<file path="src/rtl/tm1638_pkg.sv">
// rtl/tm1638_pkg.sv - shared state type and word-field positions for the TM1638 transmitter
package tm1638_pkg;

    typedef enum logic [2:0] {
        ST_IDLE,
        ST_STB_SETUP,
        ST_BIT_LOW,
        ST_BIT_HIGH,
        ST_HOLD,
        ST_STB_END,
        ST_GAP
    } tm1638_tx_state_t;

    localparam int SOF_BIT  = 17;
    localparam int EOF_BIT  = 16;
    localparam int BYTE_MSB = 7;

    // States whose duration is one TM1638 half-period.
    function automatic logic is_half_period(tm1638_tx_state_t s);
        return s inside {ST_STB_SETUP, ST_BIT_LOW, ST_BIT_HIGH, ST_STB_END};
    endfunction

endpackage

</file>
<file path="src/rtl/tm1638_clk_div.sv">
// rtl/tm1638_clk_div.sv - loadable down-counter giving a one-cycle tick N cycles after load
module tm1638_clk_div #(
    parameter int WIDTH = 2
) (
    input  logic             clk,
    input  logic             rst_n,
    input  logic             load,
    input  logic [WIDTH-1:0] count,
    output logic             tick
);

    logic [WIDTH-1:0] cnt_q;
    logic [WIDTH-1:0] cnt_d;

    always_comb begin
        cnt_d = cnt_q;
        if (load) begin
            cnt_d = count;
        end else if (cnt_q != '0) begin
            cnt_d = cnt_q - WIDTH'(1);
        end
    end

    always_ff @(posedge clk or negedge rst_n) begin
        if (!rst_n) begin
            cnt_q <= '0;
        end else begin
            cnt_q <= cnt_d;
        end
    end

    // Tick in the last cycle of the loaded interval so the owner leaves on the next edge.
    assign tick = (cnt_q == WIDTH'(1));

endmodule

</file>
<file path="src/rtl/tm1638_fifo_tx.sv">
// rtl/tm1638_fifo_tx.sv - pops command words from a FIFO and shifts them onto the TM1638 STB/CLK/DIO bus
module tm1638_fifo_tx
    import tm1638_pkg::*;
#(
    parameter int DATA_WIDTH = 18,
    parameter int CLK_DIV    = 4,
    parameter int STB_GAP    = 8
) (
    input  logic                  i_Clk,
    input  logic                  i_Rst_n,
    input  logic                  i_Empty,
    input  logic [DATA_WIDTH-1:0] i_Data,
    output logic                  o_Read,
    output logic                  o_Busy,
    output logic                  o_TM_STB,
    output logic                  o_TM_CLK,
    output logic                  o_TM_DIO
);

    localparam int DIV_W = $clog2(CLK_DIV + 1);
    localparam int GAP_W = $clog2(STB_GAP + 1);

    tm1638_tx_state_t state_q, state_d;
    logic [BYTE_MSB:0] shift_q, shift_d;
    logic              eof_q, eof_d;
    logic [2:0]        bit_cnt_q, bit_cnt_d;
    logic [BYTE_MSB:0] pend_byte_q, pend_byte_d;
    logic              pend_eof_q, pend_eof_d;
    logic              pend_vld_q, pend_vld_d;
    logic              read_q, read_d;
    logic              busy_q, busy_d;
    logic              stb_q, stb_d;
    logic              clk_q, clk_d;
    logic              dio_q, dio_d;

    logic div_load, div_tick;
    logic gap_load, gap_tick;
    logic data_unused;

    assign data_unused = ^i_Data[EOF_BIT-1:BYTE_MSB+1];

    tm1638_clk_div #(.WIDTH(DIV_W)) u_half_div (
        .clk   (i_Clk),
        .rst_n (i_Rst_n),
        .load  (div_load),
        .count (DIV_W'(CLK_DIV)),
        .tick  (div_tick)
    );

    tm1638_clk_div #(.WIDTH(GAP_W)) u_gap_div (
        .clk   (i_Clk),
        .rst_n (i_Rst_n),
        .load  (gap_load),
        .count (GAP_W'(STB_GAP)),
        .tick  (gap_tick)
    );

    always_comb begin
        state_d     = state_q;
        shift_d     = shift_q;
        eof_d       = eof_q;
        bit_cnt_d   = bit_cnt_q;
        pend_byte_d = pend_byte_q;
        pend_eof_d  = pend_eof_q;
        pend_vld_d  = pend_vld_q;
        read_d      = 1'b0;

        case (state_q)
            ST_IDLE: begin
                if (!i_Empty) begin
                    read_d  = 1'b1;
                    shift_d = i_Data[BYTE_MSB:0];
                    eof_d   = i_Data[EOF_BIT];
                    state_d = ST_STB_SETUP;
                end
            end
            ST_STB_SETUP: begin
                if (div_tick) state_d = ST_BIT_LOW;
            end
            ST_BIT_LOW: begin
                if (div_tick) state_d = ST_BIT_HIGH;
            end
            ST_BIT_HIGH: begin
                if (div_tick) begin
                    shift_d   = {1'b0, shift_q[BYTE_MSB:1]};
                    bit_cnt_d = bit_cnt_q + 3'd1;
                    if (bit_cnt_q == 3'd7) begin
                        state_d = eof_q ? ST_STB_END : ST_HOLD;
                    end else begin
                        state_d = ST_BIT_LOW;
                    end
                end
            end
            ST_HOLD: begin
                if (!i_Empty) begin
                    read_d = 1'b1;
                    // A new SOF closes the open frame first; the word waits out the gap.
                    if (i_Data[SOF_BIT]) begin
                        pend_byte_d = i_Data[BYTE_MSB:0];
                        pend_eof_d  = i_Data[EOF_BIT];
                        pend_vld_d  = 1'b1;
                        state_d     = ST_STB_END;
                    end else begin
                        shift_d = i_Data[BYTE_MSB:0];
                        eof_d   = i_Data[EOF_BIT];
                        state_d = ST_BIT_LOW;
                    end
                end
            end
            ST_STB_END: begin
                if (div_tick) state_d = ST_GAP;
            end
            ST_GAP: begin
                if (gap_tick) begin
                    if (pend_vld_q) begin
                        shift_d    = pend_byte_q;
                        eof_d      = pend_eof_q;
                        pend_vld_d = 1'b0;
                        state_d    = ST_STB_SETUP;
                    end else if (!i_Empty) begin
                        // Popping on the gap's last edge keeps STB high for exactly STB_GAP cycles.
                        read_d  = 1'b1;
                        shift_d = i_Data[BYTE_MSB:0];
                        eof_d   = i_Data[EOF_BIT];
                        state_d = ST_STB_SETUP;
                    end else begin
                        state_d = ST_IDLE;
                    end
                end
            end
            default: state_d = ST_IDLE;
        endcase
    end

    always_comb begin
        div_load = (state_d != state_q) && is_half_period(state_d);
        gap_load = (state_d == ST_GAP) && (state_q != ST_GAP);
        stb_d    = (state_d == ST_IDLE) || (state_d == ST_GAP);
        clk_d    = (state_d != ST_BIT_LOW);
        dio_d    = (state_d == ST_BIT_LOW) ? shift_d[0] : dio_q;
        busy_d   = (state_d != ST_IDLE);
    end

    always_ff @(posedge i_Clk or negedge i_Rst_n) begin
        if (!i_Rst_n) begin
            state_q     <= ST_IDLE;
            shift_q     <= '0;
            eof_q       <= 1'b0;
            bit_cnt_q   <= 3'd0;
            pend_byte_q <= '0;
            pend_eof_q  <= 1'b0;
            pend_vld_q  <= 1'b0;
            read_q      <= 1'b0;
            busy_q      <= 1'b0;
            stb_q       <= 1'b1;
            clk_q       <= 1'b1;
            dio_q       <= 1'b1;
        end else begin
            state_q     <= state_d;
            shift_q     <= shift_d;
            eof_q       <= eof_d;
            bit_cnt_q   <= bit_cnt_d;
            pend_byte_q <= pend_byte_d;
            pend_eof_q  <= pend_eof_d;
            pend_vld_q  <= pend_vld_d;
            read_q      <= read_d;
            busy_q      <= busy_d;
            stb_q       <= stb_d;
            clk_q       <= clk_d;
            dio_q       <= dio_d;
        end
    end

    assign o_Read   = read_q;
    assign o_Busy   = busy_q;
    assign o_TM_STB = stb_q;
    assign o_TM_CLK = clk_q;
    assign o_TM_DIO = dio_q;

endmodule

</file>
<file path="config.mk">
export PLATFORM = sky130hd
export DESIGN_NAME = tm1638_fifo_tx
export DESIGN_NICKNAME = d
export VERILOG_FILES = /design/src/rtl/tm1638_pkg.sv /design/src/rtl/tm1638_clk_div.sv /design/src/rtl/tm1638_fifo_tx.sv
export SDC_FILE = /design/constraint.sdc
export NUM_CORES = 1
export LEC_CHECK = 0
export ABC_CLOCK_PERIOD_IN_PS = 6100
export BUFFER_PORTS_ARGS = -buffer_cell sky130_fd_sc_hd__buf_2
export CAP_MARGIN = 20
export CORE_ASPECT_RATIO = 0.7
export CORE_MARGIN = 2
export CORE_UTILIZATION = 48
export CTS_BUF_LIST = sky130_fd_sc_hd__clkbuf_8
export DETAILED_ROUTE_END_ITERATION = 6
export PLACE_DENSITY_LB_ADDON = 0.08
export SYNTH_ARGS = -nofsm -noshare
export SYNTH_HDL_FRONTEND = slang
export SYNTH_SLANG_ARGS = --single-unit
</file>
<file path="constraint.sdc">
create_clock -name i_Clk -period 6.1 [get_ports i_Clk]
set_clock_uncertainty 0.05 [all_clocks]
set_input_delay 0.305 -clock i_Clk [delete_from_list [all_inputs] [get_ports i_Clk]]
set_output_delay 0.305 -clock i_Clk [all_outputs]
set_load 0.005 [all_outputs]
</file>
== Yosys cells after proc, flatten, opt, wreduce, memory -nomap -nowiden ==
Cells that the tools add are included.

* Multiplexer cells: 38
* Reduce and logical (&&, ||, !) cells: 20
* Add/subtract/negate cells: 3
* Eq/ne operators: 22
* Bitwise operators: 1

{| class="wikitable"
|+ Operators with widths
! kind !! count
|-
| 8-bit two-way mux || 6
|-
| 3-bit two-way mux || 11
|-
| 8-bit one-hot mux with 4 select lines || 1
|-
| 3-bit one-hot mux with 7 select lines || 1
|-
| 3-bit equality test, second input constant || 6
|-
| 1-bit two-way mux || 14
|-
| 3-bit by 2-bit equality test with 1-bit output, second input constant || 4
|-
| 4-bit nonzero test || 3
|-
| 2-bit != test, second input constant || 5
|-
| 3-bit by 1-bit equality test with 1-bit output, second input constant || 3
|-
| 3-bit nonzero test || 3
|-
| 4-bit two-way mux || 2
|-
| 4-bit AND reduction || 2
|-
| 3-bit zero test || 2
|-
| 2-bit nonzero test || 3
|-
| 5-bit AND reduction || 1
|-
| 4-bit by 1-bit equality test with 1-bit output, second input constant || 1
|-
| 1-bit one-hot mux with 2 select lines || 2
|-
| 4-bit by 1-bit subtractor with 4-bit output, second input constant || 1
|-
| 3-bit by 1-bit adder with 3-bit output, second input constant || 1
|-
| 3-bit by 2-bit != test with 1-bit output, second input constant || 1
|-
| 3-bit != test || 1
|-
| 3-bit != test, second input constant || 1
|-
| 1-bit one-hot mux with 3 select lines || 1
|-
| 7 further kinds || 8
|}

* Output and inout port bits: 5
* Input bits: 21
* Bits in registers: 37
* Word-level logic and storage cells: 99

== Logic depth before layout (Yosys ltp) ==
Gate-level depths: netlist of the first run.

* Depth in word-level cells: 8
* Depth in mapped cells: 8
* Depth with buffers taken out: 8

== Modules after synthesis ==
From an unflattened synthesis of the first run, not the netlist that was laid out.

* Cell total of the unflattened synthesis: 191
* Area total of the unflattened synthesis: 2054.5 µm²

{| class="wikitable"
|+ By module, submodules not included
! module !! times used !! area each (µm²) !! cells an instance
|-
| tm1638_fifo_tx || 1 || 1570.3 || 145
|-
| tm1638_clk_div at u_gap_div || 1 || 265.3 || 24
|-
| tm1638_clk_div at u_half_div || 1 || 219.0 || 22
|}

== Worst setup path after synthesis of the first run ==
No wires, ideal clock.

* Kind: reg2reg
* Start point: reg u_gap_div.cnt_q[1]
* End point: reg dio_q (netlist: o_TM_DIO)
* Setup slack: 3867 ps
* Buffers on the path: 0
* Data required time: 5968 ps
* Cell stages (with the launch flop): 9
* Data arrival time: 2101 ps
* Period minus slack after synthesis: 2233 ps
* Cell sequence: dfrtp_1 > inv_1 > ha_1 > or4bb_2 > a221oi_1 > a31o_2 > inv_1 > nand3_1 > mux2_2

* Word-level cells in the longest chain between the ends: 4
* Elaborated cells on any way between the ends: 6
* Those cells by class: 2 x eq/ne; 4 x mux

{| class="wikitable"
|+ RTL lines
! element !! line !! text
|-
| start: declaration || tm1638_clk_div.sv:12 || <nowiki>logic [WIDTH-1:0] cnt_q;</nowiki>
|-
| start signal: assignment || tm1638_clk_div.sv:28 || <nowiki>cnt_q <= cnt_d;</nowiki>
|-
| 4-bit by 1-bit equality test with 1-bit output || tm1638_clk_div.sv:33 || <nowiki>assign tick = (cnt_q == WIDTH'(1));</nowiki>
|-
| 3-bit two-way mux || tm1638_fifo_tx.sv:114 || <nowiki>if (gap_tick) begin</nowiki>
|-
| 3-bit one-hot mux with 7 select lines || tm1638_fifo_tx.sv:68 || <nowiki>case (state_q)</nowiki>
|-
| via state_d[1] || tm1638_fifo_tx.sv:23 || <nowiki>tm1638_tx_state_t state_q, state_d;</nowiki>
|-
| 3-bit by 2-bit equality test with 1-bit output || tm1638_fifo_tx.sv:140 || <nowiki>dio_d = (state_d == ST_BIT_LOW) ? shift_d[0] : dio_q;</nowiki>
|-
| end signal: assignment || tm1638_fifo_tx.sv:170 || <nowiki>dio_q <= dio_d;</nowiki>
|-
| end: declaration || tm1638_fifo_tx.sv:34 || <nowiki>logic dio_q, dio_d;</nowiki>
|}

The timed path passes the listed nets, and every way through them passes these cells. The select of a mux whose other input is x is not followed.
A chain may end at the register's enable or synchronous reset.

== Worst setup path after layout of the first run ==
* Start point: reg state_q[0]
* End point: reg dio_q (netlist: o_TM_DIO)

* Word-level cells in the longest chain between the ends: 3
* Elaborated cells on any way between the ends: 17
* Those cells by class: 7 x eq/ne; 9 x mux; 1 x reduce/logical

{| class="wikitable"
|+ RTL lines
! element !! line !! text
|-
| start: declaration || tm1638_fifo_tx.sv:23 ||
|-
| start signal: assignment || tm1638_fifo_tx.sv:159 || <nowiki>state_q <= state_d;</nowiki>
|-
| 3-bit equality test, or another cell as far along || tm1638_fifo_tx.sv:68 ||
|-
| 3-bit one-hot mux with 7 select lines || tm1638_fifo_tx.sv:68 ||
|-
| 3-bit by 2-bit equality test with 1-bit output || tm1638_fifo_tx.sv:140 ||
|}

Several ways; a longest one is shown, not always the timed one.

==> results_dict.tcl, run 1 <==
set metrics [dict create \
    synth.distinct_cells 50 \
    async_reset_ff_share_pct 100.0 \
    numCtsBuffers 5 \
    start_kind "register" \
    drc 0 \
    antenna_found_initial 0 \
    crit_slowest_cell "dfrtp_1" \
    postPlaceCellArea_um2 2143 \
    postRouteWirelength_um 4242 \
    rsz0062_at_grt "false" \
    path_cells "nand4b_1 -> nor2_1 -> a21oi_1 -> nand3_1 -> mux2_2" \
    regToRegSetupSlack_ns 3.42 \
    start_util_pct 50.91 \
    syn_to_final_growth_pct 10.71 \
    synth_seq_cells 37 \
    yosysSeqAreaShare_pct 45.72 \
    clockBufferDepth 2 \
    final_cell_area_um2 2251 \
    hold_viol 0 \
    io_buffers 17 \
    syn_nets 228 \
    yosys_most_used_dff "dfrtp_1" \
    clk_pin_slew_ns 0.07 \
    critical-path-top-delay-family "simple AND/OR/NAND/NOR gates" \
    hold_path.class "in -> async" \
    drv_cap 0 \
    final_cell_mix "34 x dfrtp_1, 22 x nand2_1, 17 x buf_2" \
    pre_cts_slack_ns 3.493 \
    avgSynthCellArea_um2 10.22 \
    ys_warn_count 0 \
    syn_area_um2 2033 \
    synthTopCellsByArea "dfrtp_1 42%, mux2_2 6.6%, ha_1 4.9%, nand2_1 4.1%, dfstp_2 3.9%" \
    syn_inst 199 \
    setup_tns_ns 0 \
    power_density_nw_per_um2 206.7 \
    via_per_inst 5.898 \
    die-area_um2 4781 \
    p_total_mw 0.4652 \
    finalWorstSetupSlack_ns 3.417 \
    cts_max_level 2 \
    dr_total_vias 1569 \
    die_width_um 81.79 \
    setup_viol 0 \
    grt.overflow.total 0 \
    layout.nets 242 \
    grtUsageTotal_pct 19.85 \
    cts.sinks 37 \
    synth_top_area_share_pct 41.85 \
    postCtsSetupBuffers 0 \
    clk_latency_ns 0.28 \
    postCtsHoldBufs 0 \
    core.rowCount 19 \
    cp_max_fo 23 \
    drive_gt1_share_pct 23.36 \
    criticalPathCategory "reg -> reg" \
    power_leakage_nw 1.069 \
    max_freq_mhz 372.7 \
    required_ns 6.27 \
    max_stage_delay_ns 0.84 \
    fin_crit_ns 2.683 \
    worst_setup_path_end_kind "register" \
    final_antenna_net_count 0 \
    grt_pass1_vias 1521 \
    dieHeight_um 58.45 \
    layout_commonest_cell "dfrtp_1" \
    root_buffer "clkbuf_8" \
    worst_pin_slew_ns 0.8716 \
    drv_slew 0 \
    cts_tree "yes" \
    drt-pass1-iter-count 5 \
    coreArea_um2 3994 \
    synth-edff-count 0 \
    dp.final_hpwl_um 3029 \
    num_io_pins 26 \
    gp_congestion 0.8227 \
    peakVddDrop_mv 0.1349 \
    fin_crit_sh_pct 43.98 \
    wire_per_inst_um 15.95 \
    drt-initial-drc-count 162 \
    synth_top_area_cell "dfrtp_1" \
    grt_first_pass_wirelength_um 7210 \
    hold_ws_ns 0.05477 \
    grt_start_max_net_pins 38 \
    cts_resized 0 \
    crit_buf_inv 0 \
    arrival_ns 2.85 \
    slew_headroom_pct 41.68 \
    status "completed" \
    antenna_cells 0 \
]
==> registers in the layout, indices dropped and copies added (netlist names) <==
signal and count:
pend_eof_q 1, pend_vld_q 1, u_gap_div.cnt_q 4, state_q 3, o_TM_DIO 1, o_TM_STB 1, pend_byte_q 8, eof_q 1
u_half_div.cnt_q 3, o_Read 1, shift_q 8, bit_cnt_q 3, o_Busy 1, o_TM_CLK 1
==> routing by layer <==
metal / GRT usage (%) / up-vias / part of all wire (%)
li1: - / 741 / -
met1: 29.73 / 764 / 48
met2: 28.69 / 59 / 44
met3: 4.755 / 5 / 7.6
met4: 5.714 / 0 / 0.85
met5: 0 / - / 0
==> per-stage QoR <==
stage / util (%) / cells
after CTS: 56.36 / 266
after detailed placement: 53.67 / 258
after floorplan: - / 199
final: 56.36 / 266
after global placement: 53.67 / 258
after global routing: 56.36 / 266
==> logic make-up (layout without fill, tap and decap cells) <==
| group | Yosys count | after routing | synth area share, % |
|---|---|---|---|
| AOI/OAI and AO/OA | 42 | 42 | 15.63 |
| and+or+nand+nor | 77 | 77 | 21.35 |
| DFF | 37 | 37 | 45.72 |
| adders and majority gates | 8 | 8 | 4.923 |
| xor gates and xnor gates | 3 | 3 | 1.293 |
| buffers and inverters | 18 | 33 | 3.446 |
| muxes | 14 | 14 | 7.631 |
==> worst paths after layout <==
check | startpoint | endpoint | cells past startpoint
max in group asynchronous | i_Rst_n | shift_q[2] | 1
min reg2reg | bit_cnt_q[0] | bit_cnt_q[0] | 1
max | state_q[0] | o_TM_DIO | 5
min in group i_Clk | i_Data[3] | shift_q[3] | 3
max reg2reg | state_q[0] | o_TM_DIO | 5
min | i_Rst_n | o_Busy | 1
==> Yosys cell counts (2+ instances only) <==
cell type  number
nand3b_1        2
dfrtp_1        34
a31oi_1         3
a21o_1          2
dfstp_2         3
and3_1          2
clkbuf_1        8
nand2b_1        6
a221o_1         2
a21oi_1         6
inv_1           8
mux2i_1         2
nor3b_1         2
mux2_2         12
nor2b_1         7
nor2_1         14
ha_1            8
buf_2           2
o21a_1          3
nor3_1          6
nand2_1        22
and2_1          3
xnor2_1         2
o21ai_0         8
nand3_1         2
a222oi_1        6
==> cell type report <==
cell class,instances,area [µm²]
Fill cell,354,1743
Clock inverter,3,38.79
Inverter,8,30.03
Clock buffer,5,68.82
Tap cell,52,65.06
Timing Repair Buffer,17,85.08
Sequential cell,37,929.6
Multi-Input combinational cell,144,1033
==> report_power, final <==
group          switching (mW)  internal (mW)  total (mW)
registers            0.000654          0.247       0.248
clock network          0.0825          0.120       0.202
logic                  0.0100        0.00555      0.0156
total                  0.0932          0.372       0.465
Power figures use the tool's default switching activity.
==> inputs of run 2 (changes only) <==
--- a/config.mk
+++ b/config.mk
@@ -5,7 +5,7 @@
 export SDC_FILE = /design/constraint.sdc
 export NUM_CORES = 1
 export LEC_CHECK = 0
-export ABC_CLOCK_PERIOD_IN_PS = 6100
+export ABC_CLOCK_PERIOD_IN_PS = 2200
 export BUFFER_PORTS_ARGS = -buffer_cell sky130_fd_sc_hd__buf_2
 export CAP_MARGIN = 20
 export CORE_ASPECT_RATIO = 0.7
==> constraint.sdc (replaced) <==
create_clock -name i_Clk -period 2.2 [get_ports i_Clk]
set_clock_uncertainty 0.05 [all_clocks]
set_input_delay 0.11 -clock i_Clk [delete_from_list [all_inputs] [get_ports i_Clk]]
set_output_delay 0.11 -clock i_Clk [all_outputs]
set_load 0.005 [all_outputs]
==> run 2 against run 1 <==
Compared with the run above:
- the flow now finishes with violations (negative setup slack)
- register-to-register slack worse by 3.4 ns
- clock power is 130% higher
- final area is 11% higher
- final cell count is 11% higher
- fmax is 22% higher
- critical path type unchanged
- critical endpoint unchanged
- largest power group unchanged
==> results_dict.tcl, run 2 (synthesis results as in run 1) <==
set metrics [dict create \
    path_cells "inv_2 -> ha_4 -> or3b_4 -> nor3_4 -> nor3_2 -> a21o_4 -> a221o_1 -> mux2_2" \
    num_io_pins 26 \
    pre_cts_slack_ns -0.02150 \
    final_cell_mix "34 x dfrtp_1, 22 x nand2_1, 18 x buf_4" \
    clockBufferDepth 2 \
    clk_pin_slew_ns 0.08 \
    via_per_inst 5.752 \
    layout.nets 270 \
    fillers 331 \
    coreArea_um2 3994 \
    io_buffers 17 \
    drv_cap 0 \
    wire_per_inst_um 15.26 \
    crit_slowest_cell "or3b_4" \
    drt-initial-drc-count 142 \
    die-area_um2 4781 \
    drv_slew 0 \
    core.rowCount 19 \
    start_util_pct 50.91 \
    met2_usage_pct 31.01 \
    arrival_ns 2.38 \
    layout_commonest_cell "dfrtp_1" \
    r2r-end "o_TM_DIO" \
    gp_congestion 0.8326 \
    grt_busiest_layer "met1" \
    worst_pin_slew_ns 0.8159 \
    finalWorstSetupSlack_ns -0.002456 \
    start_kind "register" \
    grt_pass1_vias 1580 \
    setup_viol 1 \
    max_stage_delay_ns 0.40 \
    status "finished with violations" \
    max_freq_mhz 454.0 \
    drt-pass1-iter-count 7 \
    drc 0 \
    violations "negative setup slack" \
    use_met3_pct 4.601 \
    grt_first_pass_wirelength_um 7596 \
    antenna_cells 0 \
    numCtsBuffers 5 \
    hold_path.class "in -> reg" \
    drive_gt1_share_pct 31.82 \
    root_buffer "clkbuf_8" \
    cp-endpoint "o_TM_DIO" \
    use_met1_pct 31.97 \
    critPathLaunch "u_gap_div.cnt_q[1]" \
    worst_setup_path_end_kind "register" \
    peakVddDrop_mv 0.4553 \
    cts.sinks 37 \
    utilization_pct 62.63 \
    hold_viol 0 \
    final_antenna_net_count 0 \
    dp.final_hpwl_um 3172 \
    hold_ws_ns 0.02200 \
    regToRegSetupSlack_ns -0.002 \
    dr_total_vias 1691 \
    power_density_nw_per_um2 482.1 \
    rsz0062_at_grt "true" \
    syn_to_final_growth_pct 23.02 \
    cp_max_fo 3 \
    criticalPathCategory "reg -> reg" \
    antenna_found_initial 0 \
    grtUsageTotal_pct 21.11 \
    grt.overflow.total 0 \
    grt_start_max_net_pins 38 \
    fin_crit_ns 2.202 \
    r2r_cells 8 \
    fin_crit_sh_pct 100.1 \
    die_width_um 81.79 \
    slew_headroom_pct 45.61 \
    top_regs "pend_byte_q (8), shift_q (8), u_gap_div.cnt_q (4)" \
    postRouteWirelength_um 4487 \
    p_total_mw 1.206 \
    r2r_start "u_gap_div.cnt_q[1]" \
    required_ns 2.37 \
    dieHeight_um 58.45 \
    power_leakage_nw 1.191 \
    cts_tree "yes" \
    clk_latency_ns 0.29 \
    cts_max_level 2 \
]
## run 2: per-layer routing
layer,vias up,part of all wire (%)
li1,799,-
met1,829,48
met2,57,44
met3,6,7.0
met4,0,0.85
met5,-,0
## run 2: timing repair
action                                 4_1_cts  5_1_grt
setup endpoints to repair                    2       10
buffers inserted                             1        1
resized for setup                            1        8
hold buffers                                 7        0
pin swaps                                    0        9
endpoints found under the hold margin       40        0
## run 2: area by class of cell
type	instances	area, µm²	share of cell area (%)
Tap cell	52	65.06	2.601
Sequential cell	37	929.6	37.17
Inverter	8	30.03	1.201
Timing Repair Buffer	45	324.1	12.96
Clock inverter	3	17.52	0.7003
Multi-Input combinational cell	144	1066	42.62
Clock buffer	5	68.82	2.751
## run 2: critical path: cells and delay by family (launching register included)
kind                       cells  cell delay (ns)
adders and majority gates      1             0.13
buffers and inverters          1             0.07
muxes                          1             0.27
AOI/OAI and AO/OA              2             0.55
and+or+nand+nor                3             0.68
DFF                            1             0.39
## run 2: power breakdown
group / leakage [nW] / switching (mW) / internal (mW)
registers: 0.457 / 0.00182 / 0.684
clock network: 0.0439 / 0.249 / 0.219
logic: 0.690 / 0.0286 / 0.0235
total: 1.19 / 0.280 / 0.926
## run 2: per-stage QoR
| step | setup TNS (ns) | cells | instance area [µm²] |
|---|---|---|---|
| after floorplan | 0 | 199 | 2042 |
| after global placement | 0 | 277 | 2295 |
| after detailed placement | -0.02150 | 277 | 2295 |
| after CTS | -0.03843 | 293 | 2461 |
| after global routing | -0.2276 | 294 | 2501 |
| final | -0.002456 | 294 | 2501 |
## run 2: how the worst min path moves through the flow
stage,startpoint,to,slack [ns],depth (start not counted)
floorplan,i_Rst_n,bit_cnt_q[0],-0.24,0
global placement,i_Rst_n,u_gap_div.cnt_q[3],0.18,1
detailed placement,i_Rst_n,pend_eof_q,0.21,1
CTS,i_Data[7],pend_byte_q[7],0.02,2
global route,i_Data[16],pend_eof_q,0.02,2
finish,i_Data[16],pend_eof_q,0.02,2
